==> src/rtl/gx4000_cpr_loader_if.sv <==
// Download-side bundle for the GX4000 CPR loader: HPS ioctl byte stream in,
// cartridge write port and load status out.
interface gx4000_cpr_loader_if;
  logic        ioctl_download;
  logic        ioctl_wr;
  logic [7:0]  ioctl_dout;
  logic        cart_download;
  logic [24:0] cart_addr;
  logic [7:0]  cart_data;
  logic        cart_wr;
  logic        load_done;
  logic [1:0]  load_error;
  logic [15:0] cart_sum;

  modport master (
    input  ioctl_download, ioctl_wr, ioctl_dout,
    output cart_download, cart_addr, cart_data, cart_wr,
    output load_done, load_error, cart_sum
  );

  modport slave (
    output ioctl_download, ioctl_wr, ioctl_dout,
    input  cart_download, cart_addr, cart_data, cart_wr,
    input  load_done, load_error, cart_sum
  );
endinterface

==> src/rtl/gx4000_cpr_loader.sv <==
// Amstrad CPR (RIFF "AMS!") parser feeding 16KB cartridge banks from the ioctl stream.
// Optional CART_CHECKSUM_EN adds a 16-bit wrapping sum of all written payload bytes.
module gx4000_cpr_loader #(
  parameter int MAX_BANKS  = 32,
  parameter int BANK_BYTES = 16384
) (
  input logic                 clk_sys,
  input logic                 reset,
  gx4000_cpr_loader_if.master bus
);

  typedef enum logic [3:0] {
    S_IDLE,
    S_HDR,
    S_CHK_ID,
    S_CHK_SIZE,
    S_DATA,
    S_SKIP,
    S_PAD,
    S_DONE,
    S_ERR
  } state_t;

  state_t      state_reg, state_next;
  logic [31:0] cnt_reg, cnt_next;
  logic [31:0] size_reg, size_next;
  logic [4:0]  bank_reg, bank_next;
  logic [3:0]  digit_reg, digit_next;
  logic        skip_reg, skip_next;
  logic        dl_reg;
  logic        wr_reg, wr_next;
  logic [24:0] addr_reg, addr_next;
  logic [7:0]  data_reg, data_next;
  logic        done_reg, done_next;
  logic [1:0]  err_reg, err_next;

  logic        rise;
  logic        fall;
  logic [7:0]  din;
  logic [31:0] cnt_inc;
  logic [31:0] size_full;
  logic [6:0]  bank_full;

  function automatic logic [7:0] hdr_char(input logic [3:0] idx);
    case (idx)
      4'd0:    hdr_char = 8'h52; // R
      4'd1:    hdr_char = 8'h49; // I
      4'd2:    hdr_char = 8'h46; // F
      4'd3:    hdr_char = 8'h46; // F
      4'd8:    hdr_char = 8'h41; // A
      4'd9:    hdr_char = 8'h4D; // M
      4'd10:   hdr_char = 8'h53; // S
      4'd11:   hdr_char = 8'h21; // !
      default: hdr_char = 8'h00;
    endcase
  endfunction

  function automatic logic is_digit(input logic [7:0] b);
    is_digit = (b >= 8'h30) && (b <= 8'h39);
  endfunction

  assign rise      = bus.ioctl_download & ~dl_reg;
  assign fall      = ~bus.ioctl_download & dl_reg;
  assign din       = bus.ioctl_dout;
  assign cnt_inc   = cnt_reg + 32'd1;
  assign size_full = {din, size_reg[23:0]};
  // ASCII digits 0x30..0x39 carry their value in the low nibble.
  assign bank_full = ({3'b000, digit_reg} * 7'd10) + {3'b000, din[3:0]};

  always_ff @(posedge clk_sys or posedge reset) begin
    if (reset) begin
      state_reg <= S_IDLE;
      cnt_reg   <= '0;
      size_reg  <= '0;
      bank_reg  <= '0;
      digit_reg <= '0;
      skip_reg  <= 1'b0;
      dl_reg    <= 1'b0;
      wr_reg    <= 1'b0;
      addr_reg  <= '0;
      data_reg  <= '0;
      done_reg  <= 1'b0;
      err_reg   <= '0;
    end else begin
      state_reg <= state_next;
      cnt_reg   <= cnt_next;
      size_reg  <= size_next;
      bank_reg  <= bank_next;
      digit_reg <= digit_next;
      skip_reg  <= skip_next;
      dl_reg    <= bus.ioctl_download;
      wr_reg    <= wr_next;
      addr_reg  <= addr_next;
      data_reg  <= data_next;
      done_reg  <= done_next;
      err_reg   <= err_next;
    end
  end

  always_comb begin
    state_next = state_reg;
    cnt_next   = cnt_reg;
    size_next  = size_reg;
    bank_next  = bank_reg;
    digit_next = digit_reg;
    skip_next  = skip_reg;
    wr_next    = 1'b0;
    addr_next  = addr_reg;
    data_next  = data_reg;
    done_next  = done_reg;
    err_next   = err_reg;

    if (rise) begin
      state_next = S_HDR;
      cnt_next   = '0;
      skip_next  = 1'b0;
      done_next  = 1'b0;
      err_next   = '0;
    end else begin
      if (bus.ioctl_wr) begin
        case (state_reg)
          S_HDR: begin
            if ((cnt_reg[3:0] < 4'd4 || cnt_reg[3:0] >= 4'd8) &&
                din != hdr_char(cnt_reg[3:0])) begin
              state_next = S_ERR;
              err_next   = 2'd1;
            end else if (cnt_reg[3:0] == 4'd11) begin
              state_next = S_CHK_ID;
              cnt_next   = '0;
            end else begin
              cnt_next = cnt_inc;
            end
          end
          S_CHK_ID: begin
            case (cnt_reg[1:0])
              2'd0: begin
                skip_next = (din != 8'h63);
                cnt_next  = cnt_inc;
              end
              2'd1: begin
                if (din != 8'h62) skip_next = 1'b1;
                cnt_next = cnt_inc;
              end
              2'd2: begin
                if (!skip_reg && !is_digit(din)) begin
                  state_next = S_ERR;
                  err_next   = 2'd2;
                end else begin
                  digit_next = din[3:0];
                  cnt_next   = cnt_inc;
                end
              end
              default: begin
                if (!skip_reg &&
                    (!is_digit(din) || int'({25'd0, bank_full}) >= MAX_BANKS)) begin
                  state_next = S_ERR;
                  err_next   = 2'd2;
                end else begin
                  if (!skip_reg) bank_next = bank_full[4:0];
                  state_next = S_CHK_SIZE;
                  cnt_next   = '0;
                end
              end
            endcase
          end
          S_CHK_SIZE: begin
            size_next[{cnt_reg[1:0], 3'b000} +: 8] = din;
            if (cnt_reg[1:0] == 2'd3) begin
              cnt_next = '0;
              if (size_full == 32'd0)
                state_next = S_CHK_ID;
              else
                state_next = skip_reg ? S_SKIP : S_DATA;
            end else begin
              cnt_next = cnt_inc;
            end
          end
          S_DATA, S_SKIP: begin
            // Payload beyond one bank is consumed but never written.
            if (state_reg == S_DATA && cnt_reg < 32'(BANK_BYTES)) begin
              wr_next   = 1'b1;
              addr_next = {6'b000000, bank_reg, cnt_reg[13:0]};
              data_next = din;
            end
            if (cnt_inc == size_reg) begin
              cnt_next   = '0;
              state_next = size_reg[0] ? S_PAD : S_CHK_ID;
            end else begin
              cnt_next = cnt_inc;
            end
          end
          S_PAD: begin
            state_next = S_CHK_ID;
            cnt_next   = '0;
          end
          default: ;
        endcase
      end

      // The end of the transfer is judged on the state after any concurrent byte.
      if (fall) begin
        case (state_next)
          S_CHK_ID: begin
            if (cnt_next == 32'd0) begin
              state_next = S_DONE;
              done_next  = 1'b1;
            end else begin
              state_next = S_ERR;
              err_next   = 2'd3;
            end
          end
          S_HDR, S_CHK_SIZE, S_DATA, S_SKIP, S_PAD: begin
            state_next = S_ERR;
            err_next   = 2'd3;
          end
          default: ;
        endcase
      end
    end
  end

`ifdef CART_CHECKSUM_EN
  logic [15:0] sum_reg, sum_next;

  always_comb begin
    sum_next = sum_reg;
    if (rise)
      sum_next = '0;
    else if (wr_next)
      sum_next = sum_reg + {8'h00, data_next};
  end

  always_ff @(posedge clk_sys or posedge reset) begin
    if (reset)
      sum_reg <= '0;
    else
      sum_reg <= sum_next;
  end

  assign bus.cart_sum = sum_reg;
`else
  assign bus.cart_sum = 16'h0000;
`endif

  assign bus.cart_download = dl_reg;
  assign bus.cart_wr       = wr_reg;
  assign bus.cart_addr     = addr_reg;
  assign bus.cart_data     = data_reg;
  assign bus.load_done     = done_reg;
  assign bus.load_error    = err_reg;

endmodule

==> src/flat_wrapper.sv <==
// flat-port wrapper written by rule: the top's interface ports become plain ports
module gx4000_cpr_loader_flat 
#(
  parameter int MAX_BANKS  = 32,
  parameter int BANK_BYTES = 16384
)
  (clk_sys, reset, bus_ioctl_download, bus_ioctl_wr, bus_ioctl_dout, bus_cart_download, bus_cart_addr, bus_cart_data, bus_cart_wr, bus_load_done, bus_load_error, bus_cart_sum);
  gx4000_cpr_loader_if bus_i ();
  input logic clk_sys;
  input logic reset;
  input wire logic [$bits(bus_i.ioctl_download)-1:0] bus_ioctl_download;
  input wire logic [$bits(bus_i.ioctl_wr)-1:0] bus_ioctl_wr;
  input wire logic [$bits(bus_i.ioctl_dout)-1:0] bus_ioctl_dout;
  output wire logic [$bits(bus_i.cart_download)-1:0] bus_cart_download;
  output wire logic [$bits(bus_i.cart_addr)-1:0] bus_cart_addr;
  output wire logic [$bits(bus_i.cart_data)-1:0] bus_cart_data;
  output wire logic [$bits(bus_i.cart_wr)-1:0] bus_cart_wr;
  output wire logic [$bits(bus_i.load_done)-1:0] bus_load_done;
  output wire logic [$bits(bus_i.load_error)-1:0] bus_load_error;
  output wire logic [$bits(bus_i.cart_sum)-1:0] bus_cart_sum;
  assign bus_i.ioctl_download = bus_ioctl_download;
  assign bus_i.ioctl_wr = bus_ioctl_wr;
  assign bus_i.ioctl_dout = bus_ioctl_dout;
  assign bus_cart_download = bus_i.cart_download;
  assign bus_cart_addr = bus_i.cart_addr;
  assign bus_cart_data = bus_i.cart_data;
  assign bus_cart_wr = bus_i.cart_wr;
  assign bus_load_done = bus_i.load_done;
  assign bus_load_error = bus_i.load_error;
  assign bus_cart_sum = bus_i.cart_sum;
  gx4000_cpr_loader #(.MAX_BANKS(MAX_BANKS), .BANK_BYTES(BANK_BYTES)) u_core (.clk_sys(clk_sys), .reset(reset), .bus(bus_i));
endmodule
==> config.mk <==
export PLATFORM = sky130hd
export DESIGN_NAME = gx4000_cpr_loader_flat
export DESIGN_NICKNAME = d
export VERILOG_FILES = /design/src/rtl/gx4000_cpr_loader_if.sv /design/src/rtl/gx4000_cpr_loader.sv /design/src/flat_wrapper.sv
export SDC_FILE = /design/constraint.sdc
export NUM_CORES = 1
export LEC_CHECK = 0
export CELL_PAD_IN_SITES_DETAIL_PLACEMENT = 0
export CELL_PAD_IN_SITES_GLOBAL_PLACEMENT = 1
export CORE_MARGIN = 1
export CORE_UTILIZATION = 25
export DETAILED_ROUTE_END_ITERATION = 10
export PLACE_DENSITY = 0.47
export REMOVE_ABC_BUFFERS = 1
export SKIP_LAST_GASP = 1
export SLEW_MARGIN = 20
export SYNTH_ARGS = -nofsm -noshare
export SYNTH_HDL_FRONTEND = slang
export SYNTH_SLANG_ARGS = --single-unit
export TNS_END_PERCENT = 30
==> constraint.sdc <==
create_clock -name clk_sys -period 5.19 [get_ports clk_sys]
set_clock_uncertainty 0.15 [all_clocks]
set_input_delay 1.038 -clock clk_sys [delete_from_list [all_inputs] [get_ports clk_sys]]
set_output_delay 1.038 -clock clk_sys [all_outputs]
set_load 0.01 [all_outputs]
Yosys cells after proc, flatten, opt, wreduce, memory -nomap -nowiden:

Memory sizes are Yosys's and may differ from the RTL's.
Cells that the tools add are included.

* bits in registers: 110
* memory bits (read-only): 112
* memories: 1

Memories
* (name not given): words 16, bits a word 7, rd ports 1, clocked after Yosys merged registers in 0, wr ports 0, RTL line gx4000_cpr_loader.sv:45 `case (idx)`

* add/subtract/negate cells: 3
* multiply operators: 1
* $lt $le $gt $ge: 6
* equality and inequality tests: 21
* shifts and indexed selects: 2
* multiplexer cells: 55
* bitwise operators: 9
* reduce and logical (&&, ||, !) cells: 28

Operators by type and width (number)
* $mux W32: 9
* $pmux W32 S5: 1
* $logic_not A32 Y1: 2
* $pmux W32 S2: 1
* $mux W4: 12
* $add A32 B1 Y32 const B: 1
* $bwmux W32: 1
* $eq A32 B32 Y1: 1
* $lt A32 B15 Y1 const B: 1
* $shift A8 B7 Y32 const A: 1
* $shiftx A8 B7 Y32: 1
* $eq A4 B3 Y1 const B: 6
* $mux W8: 3
* $pmux W4 S5: 1
* $eq A4 B2 Y1 const B: 4
* $ne A8 B7 Y1 const B: 2
* $pmux W4 S2: 2
* $mux W2: 7
* $mux W1: 13
* $pmux W2 S2: 3
* $reduce_bool A2 Y1: 5
* $eq A4 B1 Y1 const B: 2
* $ge A8 B6 Y1 const B: 1
* $le A8 B6 Y1 const B: 1
* 27 further kinds: 44

Longest topological paths before layout:

Gate-level depths: netlist of run 1.

* word-level depth: 15
* mapped depth: 17
* depth with buffers taken out: 14

Worst setup path after synthesis of run 1:

OpenSTA, ideal clock, no wires.

* path type: input to register
* start point: in bus_ioctl_dout[2]
* end point: reg u_core.state_reg[3]
* setup time: 0.124 ns
* arrival: 4.710 ns
* slack: 0.206 ns
* stages: 15
* cell sequence: clkbuf_1 -> inv_1 -> fa_1 -> nand3b_1 -> a211oi_1 -> a21oi_1 -> a211o_1 -> a21o_1 -> buf_2 -> a22o_1 -> or4b_1 -> or4_1 -> nor3_2 -> nand4b_2 -> o31a_1

* word-level cells in the longest chain between the ends: 15

RTL lines
* start: declaration: RTL line flat_wrapper.sv:13 `input wire logic [$bits(bus_i.ioctl_dout)-1:0] bus_ioctl_dout;`
* parallel branches: the longest is 13 deep, another holds $add A7 B4 Y7
* $mux W4 *: RTL line gx4000_cpr_loader.sv:201 `if (fall) begin`
* $mux W4 *: RTL line gx4000_cpr_loader.sv:113 `if (rise) begin`
* net u_core.state_next[3]: RTL line gx4000_cpr_loader.sv:24 `state_t state_reg, state_next;`
* end signal: assignment: RTL line gx4000_cpr_loader.sv:85 `state_reg <= state_next;`
* end: declaration: RTL line gx4000_cpr_loader.sv:24

Mark *: on every way through the listed nets, which the timed path passes. The select of a mux whose other input is x is not followed.
A chain may end at the register's enable or synchronous reset.

Worst setup path in the final report of run 1:

Ends and elaborated chain as after synthesis.

==> impl_metrics.yaml, run 1 <==
global_routing:
  busiest_layer: "met2"
  antenna_found_initial: 0
  use_met1_pct: 33.1
  met3_usage_pct: 2.82
  grt_pass1_wl_um: 65500
  grt-ovfl-total: 0
  grt_max_degree: 60
  met2_usage_pct: 39.9
  grt_pass1_vias: 9531
  grt_usage_pct: 24.5
synthesis:
  yosysSeqAreaShare_pct: 30.4
  synth_warnings: 0
  async_flop_share_pct: 100
  synth-seq-cells: 110
  ys_types: 77
  synth_area_um2: 9060
  syn_area_per_cell_um2: 7.82
  synthCells: 1159
  synth_edf_count: 0
  synth_flop_cell: "dfrtp_1"
timing:
  hold_viol: 0
  hold_slack_ns: 0.361
  rsz0062_at_grt: "false"
  max_freq_ghz: 0.201
  finalCritPeriodShare_pct: 95.7
  setup_viol: 0
  fin_crit_ns: 4.97
  drv_slew: 0
  worstMarginPinSlew_ns: 0.945
  relSlewSlack_pct: 36.5
final_layout:
  register_area_um2: 2750
  final_util_pct: 31.1
  finalInstanceArea_um2: 11100
  n_antenna_cell: 0
  area_growth_pct: 22.4
  layout.cells.non_filler: 1732
  n_fill_cell: 3862
  drive_above_1_share_pct: 17.9
  final_nets: 1299
  multi_input_area_um2: 5840
min_path:
  hold_depth: 1
  hold_class: "reg -> reg"
  holdPathEnd: "u_core.bus.cart_data[5]"
  hp-start: "u_core.bus.cart_data[5]"
clocking:
  cts_root_buf: "clkbuf_16"
  hold_buffers: 0
  clkSinkCount: 110
  clock_latency_ns: 0.39
  cts.path.max_buffers: 2
  cts_inserted_buffers: 9
  cts_tree: "yes"
  htree_levels: 3
  clkTransAtPathRegs_ns: 0.08
pwr:
  p_leak_nw: 4.56
  p_int_w: 0.00220
  seqPwrFrac_pct: 26.5
  clkPwrFrac_pct: 18.4
  switching_power_w: 0.00194
  ir_worst_vdd_v: 0.000189
  comb_power_share_pct: 55.1
  p_per_area_nw_per_um2: 373
  swShare_pct: 46.8
placement:
  gp_congestion: 0.939
  dpl.cell_count: 1715
  placed_cell_area_um2: 10700
  dpl.hpwl_um: 33900
  io_buffers: 43
worst_setup_path:
  critical_path_class: "in -> reg"
  max_stage_delay_ns: 0.57
  arrival_ns: 5.09
  slowest_stage: "or4_4"
  critPathLaunchType: "primary input"
  r2r_setup_slack_ns: 0.36
  worstPathCellList: "clkdlybuf4s50_1 -> inv_1 -> fa_2 -> nand3b_1 -> a211oi_2 -> buf_4 -> a21boi_0 -> a211oi_1 -> buf_4 -> buf_4 -> o21ai_2 -> buf_4 -> a222oi_1 -> nand4b_1 -> or4_4 -> nor3_4 -> nand4b_4 -> o31a_1"
  path_max_fanout: 7
  cp_common_cell: "buf_4"
  cp.required_ns: 5.31
  endpoint_kind: "register"
  r2r-end: "u_core.state_reg[3]"
  worstRegToRegCells: 11
  reg2reg_from: "u_core.cnt_reg[3]"
routing:
  drtIter0Drc: 764
  wl_per_cell_um: 25.4
  drc: 0
  via_per_inst: 5.54
  vias: 9603
  totalWireLength_um: 44000
  antenna_left: 0
  firstDrtPassIters: 5
floorplanning:
  dieArea_um2: 37000
  die_w_um: 192
  initial_core_util_pct: 25.4
  design.core.area_um2: 35700
  fp.dieH_um: 192
  ios: 66
  rows: 69
outcome:
  status: "finished clean"
run:
  max_cap_viol_count: 0
==> worst max path at each step <==
| stage | endpoint | slack, ns | cells past startpoint | from |
|---|---|---|---|---|
| after floorplan | u_core.bus.cart_data[0] | -0.29 | 7 | bus_ioctl_download |
| after global placement | u_core.state_reg[3] | -0.36 | 17 | bus_ioctl_dout[1] |
| after detailed placement | u_core.state_reg[3] | -0.39 | 17 | bus_ioctl_dout[1] |
| after CTS | u_core.state_reg[3] | 0.02 | 17 | bus_ioctl_dout[1] |
| after global routing | u_core.state_reg[3] | 0.05 | 18 | bus_ioctl_dout[2] |
| final | u_core.state_reg[3] | 0.22 | 18 | bus_ioctl_dout[2] |
==> cells in the mapped netlist (9+ instances only) <==
cell | number | area, µm²
a31oi_1 | 18 | 113
clkbuf_1 | 72 | 270
dfrtp_1 | 110 | 2750
mux2_2 | 39 | 439
nor2_1 | 86 | 323
a22oi_1 | 12 | 90.1
nand2b_1 | 11 | 68.8
o31ai_1 | 11 | 82.6
a211oi_1 | 16 | 120
or3_1 | 14 | 87.6
nand3_1 | 45 | 225
xor2_1 | 14 | 123
nor3_1 | 40 | 200
inv_1 | 23 | 86.3
buf_4 | 26 | 195
a21oi_1 | 75 | 375
ha_1 | 19 | 238
or2_2 | 10 | 62.6
nor3b_1 | 9 | 67.6
xnor2_1 | 32 | 280
nand2_1 | 148 | 556
o21ai_0 | 78 | 390
and2_1 | 17 | 106
o211ai_1 | 14 | 105
nor4_1 | 30 | 188
nand4_1 | 22 | 138
and3_1 | 10 | 62.6
nor2b_1 | 9 | 56.3
==> power groups by stage <==
stage / registers (W) / logic (W) / clock network [W]
5_1_grt: 0.00112 / 0.00244 / 0.000815
3_5_place_dp: 0.00111 / 0.00219 / 0
4_1_cts: 0.00110 / 0.00220 / 0.000793
2_1_floorplan: 0.00111 / 0.00116 / 0
6_report: 0.00110 / 0.00228 / 0.000764
3_3_place_gp: 0.00111 / 0.00220 / 0
==> cell families (layout without fill, tap and decap cells) <==
logic type,after synthesis,after routing,share of synthesized area (%)
mux,43,43,5.29
fa+ha+maj,21,21,3.07
other cells,1,22,0.0414
xor+xnor,46,46,4.45
buf+inv,135,226,6.77
compound gates,312,312,22.2
flops,110,110,30.4
simple gates,491,491,27.8
==> metrics by stage <==
step	setup TNS, ns	setup WS (ns)	total power, W
after floorplan	-8.51	-0.288	0.00228
after global placement	-2.09	-0.362	0.00332
after detailed placement	-2.32	-0.390	0.00331
after CTS	0	0.0195	0.00409
after global routing	0	0.0533	0.00437
final	0	0.221	0.00414
==> placed cells by master, fill, tap and decap left out, drive strengths merged, types with 30 or more instances in the layout <==
master,Yosys,layout
dfrtp,110,110
nor4,30,30
clkdlybuf4s50,0,42
xnor2,32,32
nor3,41,41
nor2,86,86
o21ai,78,78
nand2,148,148
a21oi,75,75
nand3,45,45
buf,39,143
mux2,39,39
==> timing repair <==
item | in CTS | in global routing
gates resized for setup | 0 | 13
setup endpoints to repair | 0 | 7
hold endpoints to repair | 0 | 0
buffers inserted | 0 | 1
==> layout make-up <==
type | count | share of cell area (%)
Clock buffer | 11 | 2.19
Clock inverter | 5 | 0.463
Inverter | 24 | 0.835
Multi-Input combinational cell | 935 | 52.7
Sequential cell | 110 | 24.8
Tap cell | 461 | 5.20
Timing Repair Buffer | 186 | 13.8
==> worst max-delay path: cells and delay by family <==
kind                       cells  cell delay (ns)
AOI/OAI and AO/OA              6             1.24
adders and majority gates      1             0.38
buffers and inverters          6             1.09
and+or+nand+nor                5             1.33
==> routing by layer <==
metal	part of all wire [%]	vias to the layer above	wire length (µm)
met3	4.1	68	1790
met1	46	4816	20300
met4	3.4	0	1480
met2	47	287	20500
met5	0	-	0
li1	-	4432	-
Note: power is estimated with default switching activity, not from simulation.
==> inputs of run 2 (changes only) <==
SLEW_MARGIN = unset   (was 20)
==> impl_metrics.yaml, run 2 (synthesis gave the netlist of run 1 again) <==
routing:
  vias: 9684
  antenna_left: 0
  drc: 0
  via_per_inst: 5.59
  drtIter0Drc: 815
  wl_per_cell_um: 25.4
  firstDrtPassIters: 5
  totalWireLength_um: 44100
min_path:
  hold_class: "reg -> reg"
clocking:
  cts_tree: "yes"
  clkTransAtPathRegs_ns: 0.08
  clkSinkCount: 110
  cts_root_buf: "clkbuf_16"
  hold_buffers: 0
  cts.path.max_buffers: 2
  clock_latency_ns: 0.40
  htree_levels: 3
  cts_inserted_buffers: 9
timing:
  hold_slack_ns: 0.361
  hold_viol: 0
  finalCritPeriodShare_pct: 95.6
  rsz0062_at_grt: "false"
  setup_viol: 0
  max_freq_ghz: 0.201
  drv_slew: 0
  fin_crit_ns: 4.96
  worstMarginPinSlew_ns: 1.12
  relSlewSlack_pct: 25.3
pwr:
  p_per_area_nw_per_um2: 373
  switching_power_w: 0.00194
  ir_worst_vdd_v: 0.000190
  p_int_w: 0.00220
  seqPwrFrac_pct: 26.5
  p_leak_nw: 4.56
  comb_power_share_pct: 55.0
  swShare_pct: 46.8
  clkPwrFrac_pct: 18.6
  power_w: 0.00414
final_layout:
  final_nets: 1299
  n_antenna_cell: 0
  register_area_um2: 2750
  mostFrequentLayoutCells: "nand2_1, buf_4, dfrtp_1"
  drive_above_1_share_pct: 17.8
  area_growth_pct: 22.3
  final_common_cell: "nand2_1"
  final_util_pct: 31.1
  n_fill_cell: 3863
  multi_input_area_um2: 5830
worst_setup_path:
  r2r-end: "u_core.state_reg[3]"
  worstRegToRegCells: 11
  critical_path_class: "in -> reg"
  crit_path_start: "bus_ioctl_dout[2]"
  path_max_fanout: 7
  reg2reg_from: "u_core.cnt_reg[3]"
  endpoint: "u_core.state_reg[3]"
  endpoint_kind: "register"
  critPathLaunchType: "primary input"
  r2r_setup_slack_ns: 0.33
  arrival_ns: 5.09
  cp.required_ns: 5.32
floorplanning:
  initial_core_util_pct: 25.4
  dieArea_um2: 37000
  fp.dieH_um: 192
  ios: 66
  design.core.area_um2: 35700
  rows: 69
  die_w_um: 192
placement:
  dpl.hpwl_um: 33900
  io_buffers: 43
  gp_congestion: 0.939
global_routing:
  grt_max_degree: 60
  grt-ovfl-total: 0
  antenna_found_initial: 0
  grt_pass1_wl_um: 65500
  grt_usage_pct: 24.5
  grt_pass1_vias: 9531
outcome:
  status: "finished clean"
run:
  max_cap_viol_count: 0
==> run 2: cell count changes in the layout (fill, tap and decap cells not counted) <==
cell and change:
nor3b_1 +2, nor3b_2 -2
==> run 2: power by group through the flow <==
stage / Sequential (W) / Clock (W) / Combinational, W
floorplan: 0.00111 / 0 / 0.00116
global placement: 0.00111 / 0 / 0.00220
detailed placement: 0.00111 / 0 / 0.00219
CTS: 0.00110 / 0.000793 / 0.00220
global route: 0.00112 / 0.000815 / 0.00244
finish: 0.00110 / 0.000768 / 0.00227
==> run 2: how the worst min path moves through the flow <==
stage	start	endpoint	slack, ns	cells after the start
2_1_floorplan	u_core.size_reg[24]	u_core.size_reg[24]	0.32	2
3_3_place_gp	u_core.bus.cart_addr[11]	u_core.bus.cart_addr[11]	0.34	1
3_5_place_dp	u_core.bus.cart_addr[11]	u_core.bus.cart_addr[11]	0.35	1
4_1_cts	u_core.bus.cart_data[6]	u_core.bus.cart_data[6]	0.37	1
5_1_grt	u_core.bus.cart_addr[17]	u_core.bus.cart_addr[17]	0.38	1
6_report	u_core.bus.cart_data[5]	u_core.bus.cart_data[5]	0.36	1
==> run 2: cell type report <==
type | instances | area share (%)
Clock buffer | 11 | 2.19
Clock inverter | 5 | 0.463
Inverter | 24 | 0.836
Multi-Input combinational cell | 935 | 52.6
Sequential cell | 110 | 24.8
Tap cell | 461 | 5.21
Timing Repair Buffer | 186 | 13.8
==> run 2: layer usage <==
metal	GRT usage [%]	vias up	wire (µm)
met5	0	-	0
li1	-	4437	-
met1	33.1	4854	20200
met2	39.9	317	20300
met3	2.82	76	2000
met4	8.84	0	1550
==> run 2: critical path: stages <==
cell,delay [ns]
clkdlybuf4s50_1,0.47
inv_1,0.07
fa_2,0.39
nand3b_1,0.19
a211oi_2,0.23
buf_4,0.15
a21boi_0,0.07
a211oi_1,0.24
buf_4,0.16
buf_4,0.10
o21ai_2,0.06
buf_4,0.15
a222oi_1,0.31
nand4b_1,0.14
or4_4,0.57
nor3_4,0.23
nand4b_4,0.20
o31a_1,0.33
==> run 2: stage by stage <==
step                setup WS (ns)  cells  area [µm²]  setup TNS (ns)
finish                      0.227   1732       11100               0
floorplan                  -0.288   1069        8620           -8.51
global placement           -0.362   1715       10700           -2.09
detailed placement         -0.390   1715       10700           -2.32
global route               0.0533   1732       11100               0
CTS                        0.0195   1731       11000               0
==> run 2: timing repair <==
item	in CTS	in global routing
buffers inserted	0	1
resized for setup	0	13
endpoints found under the setup margin	0	7
